--- src/rtl/ps2_msx_matrix.sv ---
// PS/2 set-2 keyboard receiver that maintains an 11x8 MSX key matrix and serves the PPI row read on PB.
// Optional build macro KBD_RESET_COMBO_EN adds a Ctrl+Alt+Delete soft-reset request on SOFT_RSTb.
module ps2_msx_matrix #(
  parameter int FILTER_LEN     = 4,
  parameter int TIMEOUT_CYCLES = 3580
) (
  input  logic       CLK,
  input  logic       RSTb,
  input  logic       PS2_CLK,
  input  logic       PS2_DAT,
  input  logic [3:0] keyMAT,
  output logic [7:0] PB,
  output logic       KEY_EVENT,
  output logic       RX_ERR
`ifdef KBD_RESET_COMBO_EN
  ,
  output logic       SOFT_RSTb
`endif
);

  localparam int FW = $clog2(FILTER_LEN + 1);
  localparam int TW = $clog2(TIMEOUT_CYCLES + 1);

  typedef enum logic [1:0] {S_IDLE, S_DATA, S_PAR, S_STOP} rx_st_e;

  logic          c_s1_q, c_s2_q, d_s1_q, d_s2_q;
  logic          flt_q, flt_d;
  logic [FW-1:0] fcnt_q, fcnt_d;
  logic          strobe;
  rx_st_e        st_q, st_d;
  logic [2:0]    bcnt_q, bcnt_d;
  logic [7:0]    sh_q, sh_d, byte_q, byte_d;
  logic          par_ok_q, par_ok_d, bvld_q, bvld_d, err_q, err_d;
  logic [TW-1:0] to_q, to_d;
  logic          ext_q, ext_d, brk_q, brk_d, ev_q, ev_d;
  logic [2:0]    skip_q, skip_d;
  logic [10:0][7:0] mat_q, mat_d;
  logic [7:0]    km;
  logic          hit;
  logic [3:0]    hrow;
  logic [2:0]    hcol;
`ifdef KBD_RESET_COMBO_EN
  logic          ctrl_q, ctrl_d, alt_q, alt_d, del_q, del_d, armed_q, armed_d, srst_q, srst_d;
  logic [4:0]    rcnt_q, rcnt_d;
`endif

  function automatic logic [7:0] rc(input int r, input int c);
    rc = {1'b1, 4'(r), 3'(c)};
  endfunction

  // Lookup is keyed by {ext, code}; result is {hit, row, col}.
  function automatic logic [7:0] key_map(input logic [8:0] k);
    case (k)
      9'h045: key_map = rc(0, 0);  9'h016: key_map = rc(0, 1);
      9'h01E: key_map = rc(0, 2);  9'h026: key_map = rc(0, 3);
      9'h025: key_map = rc(0, 4);  9'h02E: key_map = rc(0, 5);
      9'h036: key_map = rc(0, 6);  9'h03D: key_map = rc(0, 7);
      9'h03E: key_map = rc(1, 0);  9'h046: key_map = rc(1, 1);
      9'h04E: key_map = rc(1, 2);  9'h055: key_map = rc(1, 3);
      9'h05D: key_map = rc(1, 4);  9'h054: key_map = rc(1, 5);
      9'h05B: key_map = rc(1, 6);  9'h04C: key_map = rc(1, 7);
      9'h052: key_map = rc(2, 0);  9'h00E: key_map = rc(2, 1);
      9'h041: key_map = rc(2, 2);  9'h049: key_map = rc(2, 3);
      9'h04A: key_map = rc(2, 4);  9'h01C: key_map = rc(2, 6);
      9'h032: key_map = rc(2, 7);  9'h021: key_map = rc(3, 0);
      9'h023: key_map = rc(3, 1);  9'h024: key_map = rc(3, 2);
      9'h02B: key_map = rc(3, 3);  9'h034: key_map = rc(3, 4);
      9'h033: key_map = rc(3, 5);  9'h043: key_map = rc(3, 6);
      9'h03B: key_map = rc(3, 7);  9'h042: key_map = rc(4, 0);
      9'h04B: key_map = rc(4, 1);  9'h03A: key_map = rc(4, 2);
      9'h031: key_map = rc(4, 3);  9'h044: key_map = rc(4, 4);
      9'h04D: key_map = rc(4, 5);  9'h015: key_map = rc(4, 6);
      9'h02D: key_map = rc(4, 7);  9'h01B: key_map = rc(5, 0);
      9'h02C: key_map = rc(5, 1);  9'h03C: key_map = rc(5, 2);
      9'h02A: key_map = rc(5, 3);  9'h01D: key_map = rc(5, 4);
      9'h022: key_map = rc(5, 5);  9'h035: key_map = rc(5, 6);
      9'h01A: key_map = rc(5, 7);  9'h012: key_map = rc(6, 0);
      9'h059: key_map = rc(6, 0);  9'h014: key_map = rc(6, 1);
      9'h114: key_map = rc(6, 1);  9'h011: key_map = rc(6, 2);
      9'h058: key_map = rc(6, 3);  9'h111: key_map = rc(6, 4);
      9'h005: key_map = rc(6, 5);  9'h006: key_map = rc(6, 6);
      9'h004: key_map = rc(6, 7);  9'h00C: key_map = rc(7, 0);
      9'h003: key_map = rc(7, 1);  9'h076: key_map = rc(7, 2);
      9'h00D: key_map = rc(7, 3);  9'h169: key_map = rc(7, 4);
      9'h066: key_map = rc(7, 5);  9'h17D: key_map = rc(7, 6);
      9'h05A: key_map = rc(7, 7);  9'h15A: key_map = rc(7, 7);
      9'h029: key_map = rc(8, 0);  9'h16C: key_map = rc(8, 1);
      9'h170: key_map = rc(8, 2);  9'h171: key_map = rc(8, 3);
      9'h16B: key_map = rc(8, 4);  9'h175: key_map = rc(8, 5);
      9'h172: key_map = rc(8, 6);  9'h174: key_map = rc(8, 7);
      default: key_map = 8'h00;
    endcase
  endfunction

  // A strobe is the cycle the filtered clock commits a high-to-low change.
  always_comb begin
    flt_d  = flt_q;
    fcnt_d = '0;
    strobe = 1'b0;
    if (c_s2_q != flt_q) begin
      if (fcnt_q == FW'(FILTER_LEN - 1)) begin
        flt_d  = c_s2_q;
        strobe = flt_q;
      end else begin
        fcnt_d = fcnt_q + 1'b1;
      end
    end
  end

  always_comb begin
    st_d     = st_q;
    bcnt_d   = bcnt_q;
    sh_d     = sh_q;
    par_ok_d = par_ok_q;
    byte_d   = byte_q;
    bvld_d   = 1'b0;
    err_d    = 1'b0;
    if (strobe) to_d = '0;
    else if (st_q != S_IDLE) to_d = to_q + 1'b1;
    else to_d = '0;
    case (st_q)
      S_IDLE: if (strobe && !d_s2_q) begin
        st_d   = S_DATA;
        bcnt_d = '0;
      end
      S_DATA: if (strobe) begin
        sh_d = {d_s2_q, sh_q[7:1]};
        if (bcnt_q == 3'd7) st_d = S_PAR;
        else bcnt_d = bcnt_q + 1'b1;
      end
      S_PAR: if (strobe) begin
        par_ok_d = ^{sh_q, d_s2_q};
        st_d     = S_STOP;
      end
      S_STOP: if (strobe) begin
        st_d = S_IDLE;
        if (d_s2_q && par_ok_q) begin
          bvld_d = 1'b1;
          byte_d = sh_q;
        end else begin
          err_d = 1'b1;
        end
      end
      default: st_d = S_IDLE;
    endcase
    // A strobe on the expiry cycle keeps the frame alive.
    if (!strobe && st_q != S_IDLE && to_q == TW'(TIMEOUT_CYCLES - 1)) begin
      st_d  = S_IDLE;
      err_d = 1'b1;
      to_d  = '0;
    end
  end

  assign km   = key_map({ext_q, byte_q});
  assign hit  = km[7];
  assign hrow = km[6:3];
  assign hcol = km[2:0];

  always_comb begin
    ext_d  = ext_q;
    brk_d  = brk_q;
    skip_d = skip_q;
    mat_d  = mat_q;
    ev_d   = 1'b0;
`ifdef KBD_RESET_COMBO_EN
    ctrl_d = ctrl_q;
    alt_d  = alt_q;
    del_d  = del_q;
`endif
    if (bvld_q) begin
      if (skip_q != 3'd0) begin
        skip_d = skip_q - 1'b1;
      end else begin
        case (byte_q)
          8'hE0: ext_d = 1'b1;
          8'hF0: brk_d = 1'b1;
          8'hE1: begin
            skip_d = 3'd7;
            ext_d  = 1'b0;
            brk_d  = 1'b0;
          end
          8'h00, 8'hFF: begin
            mat_d = '0;
            ext_d = 1'b0;
            brk_d = 1'b0;
            ev_d  = 1'b1;
`ifdef KBD_RESET_COMBO_EN
            ctrl_d = 1'b0;
            alt_d  = 1'b0;
            del_d  = 1'b0;
`endif
          end
          8'hAA, 8'hFA, 8'hFE, 8'hEE: begin
            ext_d = 1'b0;
            brk_d = 1'b0;
          end
          default: begin
            ext_d = 1'b0;
            brk_d = 1'b0;
            if (hit && (mat_q[hrow][hcol] == brk_q)) begin
              mat_d[hrow][hcol] = ~brk_q;
              ev_d = 1'b1;
            end
`ifdef KBD_RESET_COMBO_EN
            case ({ext_q, byte_q})
              9'h014:  ctrl_d = ~brk_q;
              9'h011:  alt_d  = ~brk_q;
              9'h171:  del_d  = ~brk_q;
              default: ;
            endcase
`endif
          end
        endcase
      end
    end
  end

`ifdef KBD_RESET_COMBO_EN
  always_comb begin
    armed_d = armed_q;
    rcnt_d  = (rcnt_q != 5'd0) ? rcnt_q - 1'b1 : 5'd0;
    if (!ctrl_q && !alt_q && !del_q) armed_d = 1'b1;
    if (armed_q && ctrl_d && alt_d && del_d) begin
      armed_d = 1'b0;
      rcnt_d  = 5'd16;
    end
    srst_d = (rcnt_d == 5'd0);
  end

  always_ff @(posedge CLK or negedge RSTb) begin
    if (!RSTb) begin
      ctrl_q  <= 1'b0;
      alt_q   <= 1'b0;
      del_q   <= 1'b0;
      armed_q <= 1'b1;
      srst_q  <= 1'b1;
      rcnt_q  <= '0;
    end else begin
      ctrl_q  <= ctrl_d;
      alt_q   <= alt_d;
      del_q   <= del_d;
      armed_q <= armed_d;
      srst_q  <= srst_d;
      rcnt_q  <= rcnt_d;
    end
  end

  assign SOFT_RSTb = srst_q;
`endif

  always_ff @(posedge CLK or negedge RSTb) begin
    if (!RSTb) begin
      c_s1_q <= 1'b1; c_s2_q <= 1'b1; d_s1_q <= 1'b1; d_s2_q <= 1'b1;
      flt_q  <= 1'b1; fcnt_q <= '0;
      st_q   <= S_IDLE; bcnt_q <= '0; sh_q <= '0; par_ok_q <= 1'b0;
      byte_q <= '0; bvld_q <= 1'b0; err_q <= 1'b0; to_q <= '0;
      ext_q  <= 1'b0; brk_q <= 1'b0; skip_q <= '0; mat_q <= '0; ev_q <= 1'b0;
    end else begin
      c_s1_q <= PS2_CLK; c_s2_q <= c_s1_q; d_s1_q <= PS2_DAT; d_s2_q <= d_s1_q;
      flt_q  <= flt_d; fcnt_q <= fcnt_d;
      st_q   <= st_d; bcnt_q <= bcnt_d; sh_q <= sh_d; par_ok_q <= par_ok_d;
      byte_q <= byte_d; bvld_q <= bvld_d; err_q <= err_d; to_q <= to_d;
      ext_q  <= ext_d; brk_q <= brk_d; skip_q <= skip_d; mat_q <= mat_d; ev_q <= ev_d;
    end
  end

  always_comb begin
    PB = 8'hFF;
    if (keyMAT <= 4'd10) PB = ~mat_q[keyMAT];
  end

  assign KEY_EVENT = ev_q;
  assign RX_ERR    = err_q;

endmodule

--- config.mk ---
export PLATFORM = sky130hd
export DESIGN_NAME = ps2_msx_matrix
export DESIGN_NICKNAME = d
export VERILOG_FILES = /design/src/rtl/ps2_msx_matrix.sv
export SDC_FILE = /design/constraint.sdc
export NUM_CORES = 1
export LEC_CHECK = 0
export BUFFER_PORTS_ARGS = -buffer_cell sky130_fd_sc_hd__buf_2
export CORE_UTILIZATION = 44
export DETAILED_ROUTE_END_ITERATION = 6
export GPL_ROUTABILITY_DRIVEN = 0
export PLACE_DENSITY_LB_ADDON = 0.3
export SYNTH_ARGS = -nofsm -noshare
export SYNTH_HDL_FRONTEND = slang
export SYNTH_SLANG_ARGS = --single-unit
--- constraint.sdc ---
create_clock -name CLK -period 13.12 [get_ports CLK]
set_clock_uncertainty 0.05 [all_clocks]
set_input_delay 3.936 -clock CLK [delete_from_list [all_inputs] [get_ports CLK]]
set_output_delay 3.936 -clock CLK [all_outputs]
set_load 0.01 [all_outputs]
==> impl_metrics.csv <==
group,metric,value,unit
outcome,status,"finished, violations left",
outcome,violations,"design-rule violations",
global_routing,grt_max_degree,75,
power_and_ir_drop,p_per_area,95.5,nW/um^2
sta,maxSlewHeadroom,0.140,
global_routing,grt_pass1_vias,8902,
floorplan,die_w,152,microns
synth,synth_area,9950,sq um
power_and_ir_drop,p_leak,4.23,nW
sta,setup_tns,0,ns
worst_hold_path,hp-class,"reg -> reg",
power_and_ir_drop,ir_drop,87.2,uV
detailed_routing,drtIter0Drc,1603,
critical_path,worst-path-max-fanout,26,
critical_path,critical_path_class,"in -> out",
detailed_routing,drt-wirelength-per-cell,25.2,microns
sta,max_freq,104,MHz
floorplan,die_h,152,microns
sta,maxSlewViolCount,0,
detailed_routing,drtAntennaViolNets,0,
detailed_routing,wl,34.6,mm
global_routing,grt_usage,0.305,
synth,synth.distinct_cells,102,
sta,fin_crit_sh,0.736,
power_and_ir_drop,p_comb_frac,0.091,
global_routing,grt_overflow_total,0,
critical_path,worstReg2RegStart,"byte_q[5]",
layout,syn_to_final_growth,6.01,%
clock_network,cts-resized-gates,0,
place,pre_cts_slack,3.45,ns
floorplan,num_io_pins,18,
synth,synth_seq_area_share,0.348,
sta,setup_viol,0,
critical_path,crit_arrival,5.67,ns
layout,final_layout_size_suffix_gt1_frac,0.137,
synth,synth_flop_cell,"dfrtp_1",
sta,worstMarginPinSlew,1.29,ns
synth,synth_cells,1128,
critical_path,crit_path_start_kind,"input port",
floorplan,die-area,23200,sq um
layout,diodes,0,
critical_path,critPathMaxStageDelay,0.60,ns
sta,rsz0062_at_grt,"no",
power_and_ir_drop,seq_power_share,0.456,
detailed_routing,firstDrtPassIters,7,
power_and_ir_drop,clkPwrFrac,0.453,
critical_path,cp_common_cell,"buf_2",
power_and_ir_drop,internal_power,0.732,mW
critical_path,critPathLaunch,"keyMAT[0]",
sta,finalWorstSetupSlack,3.46,ns
synth,avgSynthCellArea,8.82,sq um
detailed_routing,num_vias,9539,
clock_network,cts_sinks,138,
clock_network,numCtsBuffers,17,
critical_path,end_kind,"output pin",
critical_path,critPathSlowestCell,"mux4_2",
synth,synth.ff_latch_count,138,
sta,fin_crit,9.66,ns
floorplan,initial_core_util,0.452,
synth,ys_async_sr_fraction,1.00,
power_and_ir_drop,power.switching,0.276,mW
clock_network,cts_htree_levels,4,
clock_network,hold_buffers,0,
clock_network,root_buffer,"clkbuf_16",
clock_network,path_clk_slew,0.07,ns
clock_network,clk_latency,0.43,ns
synth,ys_warn_count,0,
critical_path,worst_ep_required_time,9.13,ns
layout,fin_util,0.479,
power_and_ir_drop,p_sw_frac,0.274,
layout,fin_nets,1100,
sta,hold_viol_final,0,
detailed_routing,drc,18,
clock_network,clockBufferDepth,2,
clock_network,cts_tree,"done",
synth,synth_enable_flop_cells,0,
worst_hold_path,hp-start,"d_s1_q",
synth,syn_nets,1146,
global_routing,grt_pass1_wl,54.1,mm
clock_network,post_cts_buffers,0,
global_routing,antenna_found_initial,0,
floorplan,rows,54,
detailed_routing,vias_per_cell,6.94,
place,dpl.hpwl,23.9,mm
place,port_buffers,17,
flow_run,max_cap_violations,0,
critical_path,crit_chain,"buf_2 -> mux4_2 -> mux2i_1 -> nor2_1 -> a21oi_1 -> buf_2",
floorplan,core_area,22000,sq um
[path summary, 6_finish.rpt]
kind | slack (ns) | end | cells after the start
min | 0.31 | d_s2_q | 0
max | 3.46 | PB[3] | 6
min in group asynchronous | 3.47 | mat_q[6] | 1
max reg2reg | 6.85 | mat_q[26] | 12
min reg2reg | 0.31 | d_s2_q | 0
max in group asynchronous | 8.27 | sh_q[6] | 2
[stage by stage]
step           hold WS, ns  instance area (sq um)  total power, mW  std cells
3_3_place_gp         0.296                  10000            0.557       1343
4_1_cts              0.308                  10600             1.02       1375
2_1_floorplan        0.295                   9950            0.533       1128
5_1_grt              0.313                  10600             1.05       1375
6_report             0.305                  10600             1.01       1375
3_5_place_dp         0.297                  10000            0.560       1343
[power groups by stage]
stage          clock, mW  sequential [mW]  combinational [mW]
2_1_floorplan          0            0.464              0.0690
3_3_place_gp           0            0.466              0.0902
3_5_place_dp           0            0.467              0.0931
4_1_cts            0.464            0.459              0.0937
5_1_grt            0.482            0.462               0.108
6_report           0.456            0.459              0.0918
[cell type report]
cell class	count	area, sq um
clock buffers	18	439
clock inverters	14	113
fillers	2108	11500
inverters	28	105
multi-input cells	864	5870
flip-flops and latches	138	3460
well taps	280	350
repair buffers	33	211
[critical path: cells and delay by family]
family / cells / cell delay, ns
AO/OA/AOI/OAI: 1 / 0.15
buffers and inverters: 2 / 0.75
multiplexers: 2 / 0.77
AND/OR/NAND/NOR: 1 / 0.06
[flip-flops by register name (all words and copies together) (netlist names)]
signal     cells
byte_q         8
c_s2_q         1
fcnt_q         3
bvld_q         1
to_q          12
sh_q           8
d_s2_q         1
c_s1_q         1
ext_q          1
KEY_EVENT      1
brk_q          1
flt_q          1
mat_q         88
par_ok_q       1
bcnt_q         3
skip_q         3
RX_ERR         1
st_q           2
d_s1_q         1
[layout by cell type (no fill, tap or decap), types with 12 or more instances in the layout]
cell type / count
a21oi_1: 73
a22oi_1: 13
a31oi_1: 24
and2_1: 24
buf_2: 16
buf_4: 16
clkbuf_16: 17
dfrtp_1: 133
inv_1: 28
mux2_2: 21
mux2i_1: 25
mux4_2: 16
nand2_1: 129
nand2b_1: 13
nand3_1: 46
nand4_1: 12
nor2_1: 75
nor3_1: 26
o211ai_1: 33
o21ai_0: 45
o21ai_1: 12
o22ai_1: 25
o31ai_1: 22
or3_1: 15
[layer usage]
layer / part of all wire / wire, microns / GRT usage / up-vias
met5: 0 / 0 / 0 / -
met4: 0.070 / 2420 / 0.177 / 0
met3: 0.12 / 4230 / 0.0984 / 189
met2: 0.41 / 14200 / 0.432 / 672
met1: 0.40 / 13700 / 0.407 / 4523
li1: - / - / - / 4155
[cell usage after synthesis (7+ instances only)]
library cell | count | area, sq um
o21ai_0 | 45 | 225
o211ai_1 | 33 | 248
a22oi_1 | 13 | 97.6
and2_1 | 24 | 150
buf_4 | 9 | 67.6
nand2b_1 | 13 | 81.3
mux2_2 | 21 | 236
mux4_2 | 16 | 360
nand2_1 | 130 | 488
clkbuf_1 | 40 | 150
o21ai_1 | 12 | 60.1
or3_1 | 15 | 93.8
nor3b_1 | 7 | 52.6
nor3_1 | 27 | 135
a32oi_1 | 7 | 61.3
a211oi_1 | 7 | 52.6
xor2_1 | 9 | 78.8
and3_1 | 10 | 62.6
o31ai_1 | 22 | 165
inv_1 | 28 | 105
buf_2 | 31 | 155
nor2b_1 | 7 | 43.8
dfrtp_1 | 133 | 3330
nand4_1 | 12 | 75.1
o22ai_1 | 25 | 156
xnor2_1 | 10 | 87.6
a31oi_1 | 24 | 150
buf_6 | 12 | 135
ha_1 | 10 | 125
a21oi_1 | 73 | 365
nand3_1 | 46 | 230
mux2i_1 | 25 | 250
o22a_1 | 8 | 70.1
nor2_1 | 75 | 282
[cells by family (layout without fill, tap and decap cells)]
family                   after synthesis  in the layout  synth area share
buffers and inverters                126             93            0.0639
multiplexers                          62             62            0.0851
AND/OR/NAND/NOR                      434            434             0.238
AO/OA/AOI/OAI                        338            338             0.236
adder cells (fa/ha/maj)               11             11            0.0136
XOR/XNOR                              19             19            0.0167
flip-flops                           138            138             0.348
Power figures use the tool's default switching activity.
